$ cat config.mk
export PLATFORM = sky130hd
export DESIGN_NAME = gmii_rx_frame_ctrl
export DESIGN_NICKNAME = d
export VERILOG_FILES = /design/src/rtl/gmii_rx_pkg.sv /design/src/rtl/gmii_rx_frame_ctrl_crc32_d8.sv /design/src/rtl/gmii_rx_frame_ctrl.sv
export SDC_FILE = /design/constraint.sdc
export NUM_CORES = 1
export LEC_CHECK = 0
export BUFFER_PORTS_ARGS = -buffer_cell sky130_fd_sc_hd__buf_2
export CORE_MARGIN = 4
export CORE_UTILIZATION = 30
export DETAILED_ROUTE_END_ITERATION = 10
export GPL_TIMING_DRIVEN = 1
export PLACE_DENSITY = 0.44
export SYNTH_ARGS = -nofsm -noshare
export SYNTH_HDL_FRONTEND = slang
export SYNTH_SLANG_ARGS = --single-unit
export TNS_END_PERCENT = 5
$ cat constraint.sdc
create_clock -name gmii_rx_clk -period 3.68 [get_ports gmii_rx_clk]
set_clock_uncertainty 0.2 [all_clocks]
set_input_delay 1.104 -clock gmii_rx_clk [delete_from_list [all_inputs] [get_ports gmii_rx_clk]]
set_output_delay 1.104 -clock gmii_rx_clk [all_outputs]
set_load 0.02 [all_outputs]
$ cat src/rtl/gmii_rx_pkg.sv
// Shared constants, state encoding and error-bit positions
// for the GMII receive frame controller.
package gmii_rx_pkg;

   localparam logic [7:0]  PREAMBLE_BYTE = 8'h55;
   localparam logic [7:0]  SFD_BYTE      = 8'hD5;
   localparam logic [47:0] BCAST_MAC     = 48'hFFFF_FFFF_FFFF;
   localparam logic [31:0] CRC_RESIDUE   = 32'hC704DD7B;
   localparam logic [31:0] CRC_POLY      = 32'h04C11DB7;

   localparam int ERR_GMII = 0;
   localparam int ERR_RSVD = 1;
   localparam int ERR_LEN  = 2;
   localparam int ERR_CRC  = 3;

   typedef enum logic [2:0] {
      ST_IDLE,
      ST_PREAMBLE,
      ST_DATA,
      ST_DRAIN,
      ST_DROP
   } rx_state_e;

endpackage

$ cat src/rtl/gmii_rx_frame_ctrl_crc32_d8.sv
// Byte-wide CRC-32 update, data bits consumed LSB first,
// register kept MSB-first so the good-frame residue is C704DD7B.
module crc32_d8
   import gmii_rx_pkg::*;
(
   input  logic        i_clk,
   input  logic        i_rst,
   input  logic        i_clr,
   input  logic        i_en,
   input  logic [7:0]  i_data,
   output logic [31:0] o_crc
);

   logic [31:0] r_crc;
   logic [31:0] w_nxt;

   always_comb begin
      w_nxt = r_crc;
      for (int i = 0; i < 8; i++) begin
         if (w_nxt[31] ^ i_data[i])
            w_nxt = {w_nxt[30:0], 1'b0} ^ CRC_POLY;
         else
            w_nxt = {w_nxt[30:0], 1'b0};
      end
   end

   always_ff @(posedge i_clk) begin
      if (i_rst || i_clr)
         r_crc <= '1;
      else if (i_en)
         r_crc <= w_nxt;
   end

   assign o_crc = r_crc;

endmodule

$ cat src/rtl/gmii_rx_frame_ctrl.sv
// GMII receive frame controller: preamble strip, DA filter, 7-cycle
// forward pipe, status. Define RX_CRC_CHECK_EN to add FCS checking.
module gmii_rx_frame_ctrl
   import gmii_rx_pkg::*;
#(
   parameter logic [47:0] LOCAL_MAC     = 48'h000A3501FEC0,
   parameter bit          ACCEPT_BCAST  = 1'b1,
   parameter int          MIN_FRAME_LEN = 64,
   parameter int          MAX_FRAME_LEN = 1518
) (
   input  logic        gmii_rx_clk,
   input  logic        reset,
   input  logic [7:0]  gmii_rxd,
   input  logic        gmii_rx_dv,
   input  logic        gmii_rx_er,
   input  logic        rx_en,
   output logic [7:0]  out_data,
   output logic        out_valid,
   output logic        out_sof,
   output logic        out_eof,
   output logic        frame_done,
   output logic        frame_ok,
   output logic [10:0] frame_len,
   output logic [3:0]  err_flags,
   output logic [15:0] drop_cnt
);

   localparam int          DLY   = 7;
   localparam logic [10:0] MIN_L = 11'(MIN_FRAME_LEN);
   localparam logic [10:0] MAX_L = 11'(MAX_FRAME_LEN);

   rx_state_e      r_state;
   rx_state_e      w_state_nxt;
   logic           r_dv_q;
   logic [7:0]     r_dly [DLY];
   logic [DLY-1:0] r_vld;
   logic [DLY-1:0] r_sof;
   logic [DLY-1:0] r_last;
   logic [10:0]    r_cnt;
   logic           r_er;
   logic [47:0]    w_da;
   logic           w_da_hit;
   logic           w_take;
   logic           w_kill;
   logic           w_drop_inc;
   logic           w_eof_mark;
   logic           w_clr_frame;
   logic           w_crc_bad;
   logic [3:0]     w_err;

   assign w_da = {r_dly[4], r_dly[3], r_dly[2],
                  r_dly[1], r_dly[0], gmii_rxd};
   assign w_da_hit = (w_da == LOCAL_MAC) ||
                     (ACCEPT_BCAST && (w_da == BCAST_MAC));

`ifdef RX_CRC_CHECK_EN
   logic [31:0] w_crc;

   crc32_d8 u_crc (
      .i_clk  (gmii_rx_clk),
      .i_rst  (reset),
      .i_clr  (w_clr_frame),
      .i_en   (w_take),
      .i_data (gmii_rxd),
      .o_crc  (w_crc)
   );

   assign w_crc_bad = (w_crc != CRC_RESIDUE);
`else
   assign w_crc_bad = 1'b0;
`endif

   always_comb begin
      w_err           = '0;
      w_err[ERR_GMII] = r_er;
      w_err[ERR_LEN]  = (r_cnt < MIN_L) || (r_cnt > MAX_L);
      w_err[ERR_CRC]  = w_crc_bad;
   end

   always_ff @(posedge gmii_rx_clk) begin
      if (reset)
         r_state <= ST_IDLE;
      else
         r_state <= w_state_nxt;
   end

   always_comb begin
      w_state_nxt = r_state;
      w_take      = 1'b0;
      w_kill      = 1'b0;
      w_drop_inc  = 1'b0;
      w_eof_mark  = 1'b0;
      w_clr_frame = 1'b0;
      unique case (r_state)
         ST_IDLE: begin
            if (gmii_rx_dv && !r_dv_q && gmii_rxd == PREAMBLE_BYTE)
               w_state_nxt = ST_PREAMBLE;
         end
         ST_PREAMBLE: begin
            if (!gmii_rx_dv) begin
               w_state_nxt = ST_IDLE;
            end else if (gmii_rxd == SFD_BYTE) begin
               if (rx_en) begin
                  w_state_nxt = ST_DATA;
                  w_clr_frame = 1'b1;
               end else begin
                  w_state_nxt = ST_DROP;
                  w_drop_inc  = 1'b1;
               end
            end else if (gmii_rxd != PREAMBLE_BYTE) begin
               w_state_nxt = ST_DROP;
            end
         end
         ST_DATA: begin
            if (gmii_rx_dv) begin
               w_take = 1'b1;
               if (r_cnt == 11'd5 && !w_da_hit) begin
                  w_state_nxt = ST_DROP;
                  w_drop_inc  = 1'b1;
                  w_kill      = 1'b1;
               end
            end else if (r_cnt < 11'd6) begin
               w_state_nxt = ST_IDLE;
               w_drop_inc  = 1'b1;
               w_kill      = 1'b1;
            end else begin
               w_state_nxt = ST_DRAIN;
               w_eof_mark  = 1'b1;
            end
         end
         ST_DRAIN: begin
            if (r_last[DLY-1])
               w_state_nxt = ST_IDLE;
         end
         ST_DROP: begin
            if (!gmii_rx_dv)
               w_state_nxt = ST_IDLE;
         end
         default: w_state_nxt = ST_IDLE;
      endcase
   end

   // dv_q keeps tracking through reset so a frame tail never looks like a new start
   always_ff @(posedge gmii_rx_clk) begin
      r_dv_q <= gmii_rx_dv;
      if (reset) begin
         for (int i = 0; i < DLY; i++)
            r_dly[i] <= '0;
         r_vld      <= '0;
         r_sof      <= '0;
         r_last     <= '0;
         r_cnt      <= '0;
         r_er       <= 1'b0;
         out_data   <= '0;
         out_valid  <= 1'b0;
         out_sof    <= 1'b0;
         out_eof    <= 1'b0;
         frame_done <= 1'b0;
         frame_ok   <= 1'b0;
         frame_len  <= '0;
         err_flags  <= '0;
         drop_cnt   <= '0;
      end else begin
         r_dly[0] <= gmii_rxd;
         for (int i = 1; i < DLY; i++)
            r_dly[i] <= r_dly[i-1];
         r_vld  <= w_kill ? '0 : {r_vld[DLY-2:0], w_take};
         r_sof  <= w_kill ? '0 :
                   {r_sof[DLY-2:0], w_take && (r_cnt == 11'd0)};
         r_last <= {r_last[DLY-2:1], w_eof_mark, 1'b0};
         if (w_clr_frame) begin
            r_cnt <= '0;
            r_er  <= 1'b0;
         end else if (w_take) begin
            if (r_cnt != 11'h7FF)
               r_cnt <= r_cnt + 11'd1;
            if (gmii_rx_er)
               r_er <= 1'b1;
         end
         out_data   <= r_dly[DLY-1];
         out_valid  <= r_vld[DLY-1];
         out_sof    <= r_sof[DLY-1];
         out_eof    <= r_last[DLY-1];
         frame_done <= r_last[DLY-1];
         if (r_last[DLY-1]) begin
            frame_len <= r_cnt;
            err_flags <= w_err;
            frame_ok  <= (w_err == 4'd0);
         end
         if (w_drop_inc)
            drop_cnt <= drop_cnt + 16'd1;
      end
   end

endmodule
# After elaboration in Yosys (flattened, before gate mapping)
# Memories as Yosys holds them, arrays and structs flattened. A register that Yosys moved wholly into a read port is not among the register bits.
# Cells that the tools add are included.
[totals]
out_inout_bits = 44
wordCells = 98
ramBits = 56
n_memories = 1
rom_bits = 0
ff_bits = 69
in_bits = 13
latch_bits = 0
[mem_list]
columns = ["name", "depth", "word_bits", "read_ports", "rd_clocked_by_memory_dff", "write_ports", "line", "text"]
rows = [
  ["r_dly", 7, 8, 7, 1, 7, "gmii_rx_frame_ctrl.sv:35", "logic [7:0] r_dly [DLY];"],
]
[classes]
div_mod_pow = 0
n_addsub = 2
n_reduce_logical = 17
n_eq_ne = 16
order_cmp = 3
bitwise_logic = 8
n_mux = 36
n_mul = 0
n_shift = 0
[op_table]
columns = ["operator", "count"]
rows = [
  ["2-to-1 mux 8 bit", 7],
  ["equality test 48 x 36 -> 1 bit, second input constant", 1],
  ["equality test 48 bit, second input constant", 1],
  ["2-to-1 mux 3 bit", 9],
  ["2-to-1 mux 1 bit", 17],
  ["adder 16 x 1 -> 16 bit, second input constant", 1],
  ["case mux 3 bit (5 select lines)", 1],
  ["adder 11 x 1 -> 11 bit, second input constant", 1],
  ["equality test 11 x 3 -> 1 bit, second input constant", 1],
  ["greater-than comparator 11 bit, second input constant", 1],
  ["logical NOT 11 bit", 1],
  ["less-than comparator 11 x 3 -> 1 bit, second input constant", 1],
  ["less-than comparator 11 x 7 -> 1 bit, second input constant", 1],
  ["!= test 11 bit, second input constant", 1],
  ["equality test 8 x 7 -> 1 bit, second input constant", 1],
  ["equality test 8 bit, second input constant", 1],
  ["!= test 8 x 7 -> 1 bit, second input constant", 1],
  ["OR 1 bit", 7],
  ["equality test 3 x 2 -> 1 bit, second input constant", 2],
  ["!= test 2 bit, second input constant", 3],
  ["AND reduction 5 bit", 1],
  ["logical AND 1 bit", 4],
  ["logical NOT 4 bit", 1],
  ["!= test 4 bit, second input constant", 1],
  ["other kinds (12)", 16],
]

# Longest topological paths before layout
# An unclocked memory read counts as a cell.
[logic_depth]
ltp_word = 9
mapped_depth = 8
ltp_nobuf = 7

# Worst setup path after synthesis
# OpenSTA, ideal clock, no wires.
[synth_path]
path_type = "input -> register"
start = "in gmii_rxd[7]"
end = "reg drop_cnt[2]"
n_path_buf = 0
setup_ns = 0.121
t_arrival_ns = 2.795
setup_slack_ns = 0.565
path_stages = 6
path_cell_list = "nand4_1 > or4_1 > or4_4 > and4_4 > o21ai_1 > mux2_2"
[synth_via]
elab_chain_cells = 7
word_cells_on_any_way = 11
[synth_lines]
columns = ["item", "line", "text"]
rows = [
  ["start: declaration", "gmii_rx_frame_ctrl.sv:13", "input logic [7:0] gmii_rxd,"],
  ["equality test 48 x 36 -> 1 bit or equality test 48 bit (tied branches)", "gmii_rx_frame_ctrl.sv:53, gmii_rx_frame_ctrl.sv:54", ""],
  ["logical OR 1 bit", "gmii_rx_frame_ctrl.sv:53", "assign w_da_hit = (w_da == LOCAL_MAC) ||"],
  ["logical NOT 1 bit", "gmii_rx_frame_ctrl.sv:117", "if (r_cnt == 11'd5 && !w_da_hit) begin"],
  ["logical AND 1 bit", "gmii_rx_frame_ctrl.sv:117", ""],
  ["2-to-1 mux 1 bit", "gmii_rx_frame_ctrl.sv:117", ""],
  ["2-to-1 mux 1 bit", "gmii_rx_frame_ctrl.sv:115", "if (gmii_rx_dv) begin"],
  ["case mux 1 bit (2 select lines) *", "gmii_rx_frame_ctrl.sv:94", "unique case (r_state)"],
  ["end signal: assignment", "gmii_rx_frame_ctrl.sv:191", "drop_cnt <= drop_cnt + 16'd1;"],
  ["end: declaration", "gmii_rx_frame_ctrl.sv:25", "output logic [15:0] drop_cnt"],
]
# Mark *: on every way between the ends. The rest lies on a longest branch, timed or not.
# A chain may end at the register's enable or synchronous reset.

# Worst setup path after layout
[layout_path]
start = "in gmii_rxd[1]"
end = "reg drop_cnt[13]"
# Same word-level chain as after synthesis.

==> out/results.tsv <==
stage	metric	value	unit
status	status	finished clean	
power	PwrDens	531.3	nW/um^2
worst_setup_path	worst-path fanout max	6	
floorplan	Starting Density	30.91	%
hold_path	Min-Delay Endpoint	r_sof[2]$_SDFF_PP0_	
clock_tree	H-tree Lvls	4	
grt	first-pass GRT wire length	17150	um
route	Final ANT Viol Nets	0	
finish	commonest non-fill, non-tap cells in the layout	133 x dfxtp_1, 87 x nor2b_1, 62 x nor2_1, 53 x buf_2, 19 x nand4_1	
route	DR vias/cell	4.460	
hold_path	Hold Crit Start	r_sof[1]$_SDFF_PP0_	
route	post-DR wirelength/cell	13.14	um
timing	Final min period	2.937	ns
timing	Final Cycle Share	79.81	%
worst_setup_path	r2r endpoint	drop_cnt[3]$_SDFFE_PP0P_	
timing	final count of hold timing violations	0	
finish	fraction of layout cells with a size suffix above 1	20.00	%
timing	final setup vio count	0	
placed_design	Placement Cell Area	5419	sq um
floorplan	standard-cell rows	46	
clock_tree	clk slew on worst S/H paths	0.05	ns
floorplan	Die ar.	18610	sq um
clock_tree	postcts setup bufs	0	
timing	RSZ-0062 raised after global routing	no	
worst_setup_path	startpoint types	primary input	
worst_setup_path	kind of critical path	in2reg	
logic_synthesis	asr flop ratio synth	0	%
worst_setup_path	Crit path required time	3.78	ns
hold_path	hold-critical path depth	2	
logic_synthesis	Yosys cell types	53	
route	vias after detailed routing	3483	
logic_synthesis	yosys warns	0	
power	Pwr Total	0.003183	W
logic_synthesis	Synth Flop Type	dfxtp_1	
power	maximum vdd drop	297.4	uV
placed_design	GPL Wtd Cong	0.7671	
finish	Core Util, Final	37.44	%
logic_synthesis	Area contributors post-synth	dfxtp_1 54%, nor2b_1 11%, nor2_1 4.7%, mux2i_1 2.6%, nand4_1 2.4%	
floorplan	I/O pin total	57	
clock_tree	clock tree buffer depth	2	
timing	Final WS setup	0.7430	ns
route	drt pass-1 iters	4	
clock_tree	CTS tree	yes	
finish	most common cell after layout, fill and taps aside	dfxtp_1	
timing	Fin Setup TNS	0	ns
finish	# diodes	0	
placed_design	PortBufs	54	
power	Leak Pwr	2.330	nW
finish	Post-layout nets	572	
floorplan	core area	16000	sq um
floorplan	Die Ht	136.4	um
logic_synthesis	sequential share of the synthesized area	53.83	%
clock_tree	cts hold-fix bufs	0	
grt	initial antenna violation count	0	
clock_tree	CTS sink cnt	133	
timing	max_slew headroom	65.22	%
logic_synthesis	post-synthesis cell count	499	
logic_synthesis	largest area contributor in the netlist	dfxtp_1	
grt	vias in the first global route	3333	
logic_synthesis	number of flops mapped to enable cells by yosys	0	
placed_design	pre-CTS setup slack	0.3115	ns
clock_tree	cts repair resizes	0	
finish	Syn-to-layout area delta	21.12	%
timing	worst slew pin tran	0.5217	ns
timing	FMAX	340.5	MHz
floorplan	Die X	136.4	um
timing	max-slew violation count	0	
hold_path	Hold/Removal Path Class	reg2reg	
placed_design	HPWL after DPL	7035	um
route	1st-iter DRT viols	180	
clock_tree	TritonCTS Buffers	17	
clock_tree	clk root buf	clkbuf_16	
clock_tree	clock latency at the later pin of the worst-skew pair	0.42	ns
finish	design area	5991	sq um
route	routed wire length	10270	um
worst_setup_path	RR Startpoint	r_dly[2][5]$_SDFF_PP0_	
route	DR DRC count	0	
worst_setup_path	Crit. End Element	flop	
worst_setup_path	Register-to-Register Setup Slack	1.02	ns
worst_setup_path	Worst EP arrival	3.04	ns
logic_synthesis	area fraction of the dominant cell type after synthesis	53.83	%
grt	GRT overflow	0	
flow_run	Max-Cap Viols	0	
logic_synthesis	syn_area_per_cell	9.912	sq um
grt	Tot GR Track Use	12.03	%
worst_setup_path	r2r worst-path depth	6	
logic_synthesis	Yosys reg bits	133	
logic_synthesis	synthesized area	4946	sq um
grt	largest net degree at the start of global routing	49	
## area by class of cell
type | count | area, sq um
fillers | 1695 | 10010
flip-flops and latches | 133 | 2663
multi-input cells | 325 | 2093
clock buffers | 24 | 471.7
repair buffers | 62 | 332.8
well taps | 216 | 270.3
clock inverters | 5 | 100.1
inverters | 16 | 60.06
## power breakdown
| group | leakage [nW] | switching [W] | total (W) | internal, W |
|---|---|---|---|---|
| Combinational | 0.974 | 0.0000421 | 0.0000638 | 0.0000217 |
| Clock | 0.280 | 0.000568 | 0.00165 | 0.00109 |
| Sequential | 1.08 | 0.00000881 | 0.00146 | 0.00146 |
## critical path, cell delays in order
cell	delay, ns
buf_2	0.12
nor3_1	0.28
nand3_1	0.15
nor4_1	0.39
buf_4	0.19
nor2_1	0.10
buf_4	0.22
a21oi_2	0.17
mux2_4	0.31
## cell usage after synthesis (3+ instances only)
cell        n
nor2_1     62
dfxtp_1   133
o21ai_1     3
nand4_1    19
a31oi_1     3
nor3_1      8
ha_1        4
xor2_1      6
nand2b_1    5
a21oi_1    10
xnor2_1     4
buf_4       3
mux2_2      6
nor4_1     10
a21oi_2     7
nor2b_1    87
inv_1      16
nand3_1    13
and4_1      4
mux2_4      7
nand2_1    13
clkbuf_1   18
and3_1      7
and2_1      5
mux2i_1    13
## worst max-delay path by stage
stage | from | to
finish | gmii_rxd[1] | drop_cnt[13]$_SDFFE_PP0P_
global route | gmii_rxd[1] | drop_cnt[13]$_SDFFE_PP0P_
CTS | gmii_rxd[1] | drop_cnt[13]$_SDFFE_PP0P_
detailed placement | gmii_rxd[1] | drop_cnt[13]$_SDFFE_PP0P_
global placement | gmii_rxd[1] | drop_cnt[9]$_SDFFE_PP0P_
floorplan | gmii_rxd[7] | drop_cnt[2]$_SDFFE_PP0P_
## per-stage QoR
stage | hold WS [ns] | std cells
2_1_floorplan | 0.1936 | 500
3_3_place_gp | 0.1942 | 752
3_5_place_dp | 0.1978 | 752
4_1_cts | 0.2069 | 781
5_1_grt | 0.2199 | 781
6_report | 0.2053 | 781
## layer usage
layer / GRT usage [%] / routed length, um / vias to the layer above
met5: 0 / 0 / -
met4: 5.375 / 208 / 0
met3: 4.700 / 572 / 20
met2: 16.79 / 4300 / 68
met1: 16.33 / 5185 / 1604
li1: - / - / 1791
## registers in the layout (all words and copies together), names as in the netlist
name,count
r_sof,7
drop_cnt,16
out_valid,1
r_er,1
r_last,6
out_sof,1
r_state,3
frame_ok,1
r_cnt,11
out_data,8
err_flags,2
r_dv_q,1
r_dly,56
frame_len,11
r_vld,7
frame_done,1
## cell families after synthesis
family          share of synthesized area [%]
compound gates                          5.414
xor+xnor                                1.771
fa+ha+maj                               1.012
buf+inv                                 3.921
flops                                   53.83
mux                                     6.122
other cells                           0.07582
simple gates                            27.85
Power figures use the tool's default switching activity.
